--- config.mk ---
export PLATFORM = sky130hd
export DESIGN_NAME = vga_scaler
export DESIGN_NICKNAME = d
export VERILOG_FILES = /design/src/rtl/vga_pkg.sv /design/src/rtl/vga_line_buf.sv /design/src/rtl/vga_scaler.sv
export SDC_FILE = /design/constraint.sdc
export NUM_CORES = 1
export LEC_CHECK = 0
export ABC_AREA = 1
export ABC_CLOCK_PERIOD_IN_PS = 3760
export CAP_MARGIN = 10
export CORE_AREA = 2 2 307 309
export DETAILED_ROUTE_END_ITERATION = 8
export DIE_AREA = 0 0 309 311
export GPL_TIMING_DRIVEN = 1
export PLACE_DENSITY_LB_ADDON = 0.05
export SLEW_MARGIN = 20
export SYNTH_ARGS = -nofsm -noshare
export SYNTH_HDL_FRONTEND = slang
export SYNTH_SLANG_ARGS = --single-unit
--- constraint.sdc ---
create_clock -name clk -period 3.76 [get_ports clk]
set_input_delay 0.752 -clock clk [delete_from_list [all_inputs] [get_ports clk]]
set_output_delay 0.752 -clock clk [all_outputs]
set_load 0.01 [all_outputs]
--- src/rtl/vga_pkg.sv ---
`default_nettype none
// ============================================================================
// Module      : vga_pkg
// Description : Shared constants and types for the VGA scaler slice.
// Revision    : 1.0 - initial release
// ============================================================================
package vga_pkg;

    localparam int H_ACT   = 640;
    localparam int V_ACT   = 480;
    localparam int COORD_W = 11;

    typedef logic [COORD_W-1:0] coord_t;

    localparam int                     PIX_W_DEF  = 2;
    localparam logic [PIX_W_DEF-1:0]   BORDER_DEF = '0;
    localparam logic [PIX_W_DEF-1:0]   UNDER_DEF  = '1;

    typedef struct packed {
        logic hs;
        logic vs;
        logic de;
    } sync_t;

    localparam sync_t SYNC_IDLE = '{hs: 1'b1, vs: 1'b1, de: 1'b0};

endpackage : vga_pkg
`default_nettype wire

--- src/rtl/vga_line_buf.sv ---
`default_nettype none
// ============================================================================
// Module      : vga_line_buf
// Description : Two-bank line store, one write and one synchronous read port.
// Revision    : 1.0 - initial release
// ============================================================================
module vga_line_buf #(
    parameter int COL_W = 8,
    parameter int PIX_W = 2
) (
    input  logic             clk,
    input  logic             i_we,
    input  logic [COL_W:0]   i_waddr,
    input  logic [PIX_W-1:0] i_wdata,
    input  logic [COL_W:0]   i_raddr,
    output logic [PIX_W-1:0] o_rdata
);

    localparam int c_DEPTH = 2 ** (COL_W + 1);

    // Address is {bank, column}; the array carries no reset.
    logic [PIX_W-1:0] r_mem [0:c_DEPTH-1];
    logic [PIX_W-1:0] r_rdata;

    always_ff @(posedge clk) begin
        if (i_we) begin
            r_mem[i_waddr] <= i_wdata;
        end
        r_rdata <= r_mem[i_raddr];
    end

    assign o_rdata = r_rdata;

endmodule : vga_line_buf
`default_nettype wire

--- src/rtl/vga_scaler.sv ---
`default_nettype none
// ============================================================================
// Module      : vga_scaler
// Description : Replicates a low-res pixel stream into a centred 640x480 window.
// Revision    : 1.0 - initial release
// ============================================================================
module vga_scaler
    import vga_pkg::*;
#(
    parameter int               SRC_W  = 160,
    parameter int               SRC_H  = 144,
    parameter int               SCALE  = 3,
    parameter int               X_OFF  = 80,
    parameter int               Y_OFF  = 24,
    parameter int               PIX_W  = PIX_W_DEF,
    parameter logic [PIX_W-1:0] BORDER = '0,
    parameter logic [PIX_W-1:0] UNDER  = '1
) (
    input  logic             clk,
    input  logic             rst,
    input  logic             src_sof,
    input  logic             src_valid,
    input  logic [PIX_W-1:0] src_data,
    output logic             src_ready,
    input  logic             hs_in,
    input  logic             vs_in,
    input  logic             enable_in,
    input  logic [10:0]      x_in,
    input  logic [10:0]      y_in,
    output logic [PIX_W-1:0] pix_out,
    output logic             hs_out,
    output logic             vs_out,
    output logic             de_out,
    output logic             underflow
);

    localparam int COL_W = (SRC_W > 1) ? $clog2(SRC_W) : 1;
    localparam int DIV_W = $clog2(SCALE + 1);

    localparam coord_t c_X_LO = coord_t'(X_OFF);
    localparam coord_t c_X_HI = coord_t'(X_OFF + SRC_W * SCALE);
    localparam coord_t c_Y_LO = coord_t'(Y_OFF);
    localparam coord_t c_Y_HI = coord_t'(Y_OFF + SRC_H * SCALE);

    localparam logic [COL_W-1:0] c_COL_LAST = COL_W'(SRC_W - 1);
    localparam logic [DIV_W-1:0] c_DIV_LAST = DIV_W'(SCALE - 1);

    generate
        if (X_OFF + SRC_W * SCALE > H_ACT) begin : g_chk_x
            $error("vga_scaler: window wider than the active area");
        end
        if (Y_OFF + SRC_H * SCALE > V_ACT) begin : g_chk_y
            $error("vga_scaler: window taller than the active area");
        end
        if (SCALE < 2 || SCALE > 4) begin : g_chk_scale
            $error("vga_scaler: SCALE must be within 2..4");
        end
    endgenerate

    // Write side
    logic [COL_W-1:0] r_wcol;
    logic             r_wbank;
    logic [1:0]       r_full;
    logic [1:0]       w_full_nxt;
    logic             w_accept;
    logic             w_wlast;

    // Read side
    logic [DIV_W-1:0] r_xdiv;
    logic [DIV_W-1:0] r_ydiv;
    logic [COL_W-1:0] r_rcol;
    logic             r_rbank;
    logic             w_in_win;
    logic             w_xlast;
    logic             w_line_end;
    logic             w_rlast;
    logic             w_vs_fall;

    // Pipeline
    sync_t            r_sync1;
    sync_t            r_sync2;
    logic             r_win1;
    logic             r_starve1;
    logic [PIX_W-1:0] r_pix;
    logic             r_underflow;
    logic [PIX_W-1:0] w_rdata;

    assign src_ready = !r_full[r_wbank];
    assign w_accept  = src_valid && src_ready && !src_sof;
    assign w_wlast   = w_accept && (r_wcol == c_COL_LAST);

    always_ff @(posedge clk) begin
        if (rst || src_sof) begin
            r_wcol  <= '0;
            r_wbank <= 1'b0;
        end else if (w_accept) begin
            if (w_wlast) begin
                r_wcol  <= '0;
                r_wbank <= ~r_wbank;
            end else begin
                r_wcol  <= r_wcol + 1'b1;
            end
        end
    end

    // The set is applied last so a same-bank collision leaves the bank full.
    always_comb begin
        w_full_nxt = r_full;
        if (src_sof) begin
            w_full_nxt = 2'b00;
        end
        if (w_rlast) begin
            w_full_nxt[r_rbank] = 1'b0;
        end
        if (w_wlast) begin
            w_full_nxt[r_wbank] = 1'b1;
        end
    end

    always_ff @(posedge clk) begin
        if (rst) begin
            r_full <= 2'b00;
        end else begin
            r_full <= w_full_nxt;
        end
    end

    assign w_in_win = enable_in
                   && (x_in >= c_X_LO) && (x_in < c_X_HI)
                   && (y_in >= c_Y_LO) && (y_in < c_Y_HI);

    // r_sync1.vs is vs_in from the previous cycle, reused as the edge detector.
    assign w_vs_fall  = r_sync1.vs && !vs_in;
    assign w_xlast    = (r_xdiv == c_DIV_LAST);
    assign w_line_end = w_in_win && w_xlast && (r_rcol == c_COL_LAST);
    assign w_rlast    = w_line_end && (r_ydiv == c_DIV_LAST) && !w_vs_fall;

    // Source row tracking is implicit in the bank handshake, so no row counter.
    always_ff @(posedge clk) begin
        if (rst || w_vs_fall) begin
            r_xdiv  <= '0;
            r_rcol  <= '0;
            r_ydiv  <= '0;
            r_rbank <= 1'b0;
        end else begin
            if (w_in_win) begin
                if (w_xlast) begin
                    r_xdiv <= '0;
                    r_rcol <= (r_rcol == c_COL_LAST) ? '0 : r_rcol + 1'b1;
                end else begin
                    r_xdiv <= r_xdiv + 1'b1;
                end
            end
            if (w_line_end) begin
                if (r_ydiv == c_DIV_LAST) begin
                    r_ydiv  <= '0;
                    r_rbank <= ~r_rbank;
                end else begin
                    r_ydiv  <= r_ydiv + 1'b1;
                end
            end
        end
    end

    vga_line_buf #(
        .COL_W (COL_W),
        .PIX_W (PIX_W)
    ) u_line_buf (
        .clk     (clk),
        .i_we    (w_accept),
        .i_waddr ({r_wbank, r_wcol}),
        .i_wdata (src_data),
        .i_raddr ({r_rbank, r_rcol}),
        .o_rdata (w_rdata)
    );

    always_ff @(posedge clk) begin
        if (rst) begin
            r_sync1   <= SYNC_IDLE;
            r_win1    <= 1'b0;
            r_starve1 <= 1'b0;
        end else begin
            r_sync1   <= '{hs: hs_in, vs: vs_in, de: enable_in};
            r_win1    <= w_in_win;
            r_starve1 <= w_in_win && !r_full[r_rbank];
        end
    end

    always_ff @(posedge clk) begin
        if (rst) begin
            r_sync2     <= SYNC_IDLE;
            r_pix       <= BORDER;
            r_underflow <= 1'b0;
        end else begin
            r_sync2     <= r_sync1;
            r_pix       <= !r_win1    ? BORDER :
                           r_starve1  ? UNDER  : w_rdata;
            r_underflow <= r_starve1 || (r_underflow && !(r_sync2.vs && !r_sync1.vs));
        end
    end

    assign pix_out   = r_pix;
    assign hs_out    = r_sync2.hs;
    assign vs_out    = r_sync2.vs;
    assign de_out    = r_sync2.de;
    assign underflow = r_underflow;

endmodule : vga_scaler
`default_nettype wire

==> impl_metrics.csv <==
group,metric,value,unit
worst_setup_path,endpoint_kind,"output pin",
worst_setup_path,cp_max_fo,8,
placed_design,portBuffers,30,
die,placement_rows,112,
pwr,p_per_area,467,nW/um^2
finish,postLayoutCoreUtil,55.0,%
synth,ys_seq_area_share,68.5,%
synth,syn_area,45900,sq um
timing,fin_crit,2.94,ns
pwr,leakage,18.1,nW
global_routing,grt_start_max_net_pins,233,
drt,via_per_inst,5.42,
clock_network,path_clk_slew,0.06,ns
synth,synth_nets,4531,
synth,synth_top_area_share,66.9,%
run,cap_violations,0,
pwr,max-vdd-ir-drop,381,uV
die,core_area,92800,sq um
drt,vias,31400,
worst_setup_path,worstSetupPathType,"reg2out",
clock_network,cts_setup_buffers,0,
die,die_area,96100,sq um
finish,area_delta_synth_final,11.2,%
drt,firstDrtPassIters,7,
worst_setup_path,max_stage_delay,0.61,ns
worst_hold_path,hold_path.class,"reg2reg",
placed_design,post-place-ws,0.546,ns
timing,holdWs,0.409,ns
synth,syn_avg_cell_area,10.2,sq um
synth,synthTopCellsByArea,"edfxtp_1 (67%), nand2_1 (9.2%), nor2_1 (8.5%), nand3_1 (5.0%), o21ai_0 (2.4%)",
placed_design,place_hpwl,65.4,mm
worst_setup_path,critPathTopFamily,"buffers and inverters",
synth,synth_cells,4495,
synth,yosysTopAreaCell,"edfxtp_1",
die,die_x,309,um
clock_network,ctsResizeCount,0,
clock_network,clock-root-buffer,"clkbuf_16",
finish,antennaDiodeCount,0,
clock_network,cts_hold_buffers,0,
timing,timing.fmax,340,MHz
clock_network,htree_levels,3,
run_status,status,"completed",
worst_setup_path,slowest_stage,"clkdlybuf4s50_1",
timing,worstMarginPinSlew,1.07,ns
finish,fill_cells,8302,
timing,timing.final.crit_share,78.2,%
global_routing,grt_overflow_total,0,
global_routing,gr-usage-all-layers,25.4,%
timing,skew,0.0220,ns
timing,drv_slew,0,
finish,drive_above_1_share,6.84,%
die,die_h,311,um
clock_network,clk_latency,0.69,ns
clock_network,cts_tree,"built",
worst_setup_path,path_cells,"inv_2 > o21ai_2 > clkdlybuf4s50_1",
synth,yosysWarnings,0,
timing,tns,0,ns
drt,drc,0,
worst_setup_path,critical_path_arrival,2.19,ns
timing,finalSetupViolations,0,
finish,fin_nets,4492,
worst_setup_path,cp-start-kind,"flop",
global_routing,grt_pass1_wl,183,mm
global_routing,antenna_found_initial,0,
clock_network,cts.sinks,1061,
synth,synthDistinctLibCells,41,
drt,wl_per_cell,21.1,um
timing,fin_ws,0.818,ns
timing,relSlewSlack,28.8,%
timing,finalHoldViolCount,0,
die,initial_core_util,49.5,%
clock_network,numCtsBuffers,110,
synth,ys_ff_latch,1061,
pwr,power,0.0239,W
worst_setup_path,critical_path_buf_inv_count,2,
drt,drtIter0Drc,2672,
global_routing,grt_pass1_vias,30400,
die,ioPinCount,38,
placed_design,routabilityCongestion,0.795,
drt,wl,122,mm
timing,rsz0062_at_grt,"no",
drt,ant_nets,0,
clock_network,cts_buffer_depth,3,
worst_setup_path,cp.required,3.01,ns
-- cell type report --
cell class                      count  area [sq um]  area share, %
Multi-Input combinational cell   2985         12400           24.3
Timing Repair Buffer              143          1460           2.86
Clock inverter                     65           519           1.02
Sequential cell                  1061         31500           61.7
Tap cell                         1254          1570           3.07
Clock buffer                      141          2980           5.84
Inverter                          155           608           1.19
-- layer usage --
metal	track usage [%]	share of wire, %	vias up
met3	2.89	5.7	138
met5	0	0	-
li1	-	-	15000
met2	42.7	48	842
met1	35.1	44	15400
met4	7.04	2.3	0
-- worst paths after layout --
kind / slack [ns] / from / depth (start not counted) / endpoint
worst max-delay path: 0.82 / r_wbank$_SDFFE_PP0P_ / 3 / src_ready
worst min-delay path: 0.41 / r_sync1[0]$_SDFF_PP0_ / 2 / de_out$_SDFF_PP0_
worst max register to register: 0.94 / r_rcol[0]$_SDFFE_PP0P_ / 13 / u_line_buf.o_rdata[0]$_DFF_P_
worst min register to register: 0.41 / r_sync1[0]$_SDFF_PP0_ / 2 / de_out$_SDFF_PP0_
-- cell usage in the layout, fill, tap and decap left out, types with 2 or more instances in the layout --
cell	count
nand2_1	1115
nor3_1	12
ha_1	5
a21oi_1	75
clkinv_2	24
nor4_1	3
clkbuf_16	114
dfxtp_4	3
nand3_1	456
xor2_1	3
or2_2	5
o21ai_0	218
buf_4	89
o21ai_1	2
or2_1	2
clkbuf_1	24
inv_2	5
nand2_2	17
clkinvlp_4	2
inv_8	2
clkbuf_8	3
buf_8	2
inv_1	144
nand4_1	2
and3_1	5
inv_6	2
o211ai_1	10
bufinv_16	8
clkdlybuf4s50_1	28
buf_12	24
edfxtp_1	1024
nor2_1	1039
dfxtp_1	33
nor2_4	2
a211oi_1	3
clkinv_1	31
-- cells by family (layout without fill, tap and decap cells) --
logic type | Yosys count | after routing | synth area share (%)
AOI/OAI and AO/OA | 312 | 312 | 3.49
xor gates and xnor gates | 3 | 3 | 0.0572
adders and majority gates | 5 | 5 | 0.136
buffers and inverters | 449 | 504 | 4.50
DFF | 1061 | 1061 | 68.5
and+or+nand+nor | 2665 | 2665 | 23.3
-- flip-flops by register name, summed over array words and instances, names as in the netlist --
signal              count
r_xdiv                  2
hs_out                  1
u_line_buf.o_rdata      2
r_sync1                 3
r_full                  2
r_wbank                 1
u_line_buf.r_mem     1024
de_out                  1
r_wcol                  8
vs_out                  1
r_win1                  1
r_rbank                 1
r_rcol                  8
r_ydiv                  2
pix_out                 2
r_starve1               1
underflow               1
-- worst reg2reg max path: cells and delay by family (launching register included) --
family                 cells  cell delay [ns]
and+or+nand+nor           11             1.40
buffers and inverters      1             0.63
DFF                        1             0.63
AOI/OAI and AO/OA          1             0.10
-- through the flow --
stage	instance area, sq um	cells
global placement	47600	5598
detailed placement	47600	5598
finish	51100	5804
CTS	51100	5804
floorplan	45900	4495
global route	51100	5804
-- Yosys cell counts (all sizes together) --
| cell | number |
|---|---|
| a2111oi | 1 |
| and3 | 5 |
| o21ai | 221 |
| edfxtp | 1024 |
| nor4 | 4 |
| a211oi | 3 |
| buf | 144 |
| a31oi | 1 |
| nor3 | 12 |
| nand3 | 457 |
| or2 | 7 |
| inv | 152 |
| clkbuf | 150 |
| nand3b | 1 |
| nand2 | 1133 |
| nor2 | 1042 |
| nand4 | 2 |
| xor2 | 3 |
| o211ai | 10 |
| a21oi | 75 |
| ha | 5 |
| clkinv | 3 |
| nor3b | 2 |
| o21a | 1 |
| dfxtp | 37 |
-- power by group --
part | internal, W | switching, W | total (W) | leakage [nW]
sequential | 0.0130 | 0.00000360 | 0.0130 | 9.50
clock | 0.00612 | 0.00448 | 0.0106 | 1.72
combinational | 0.0000659 | 0.000239 | 0.000304 | 6.84
(Power assumes the default switching activity.)
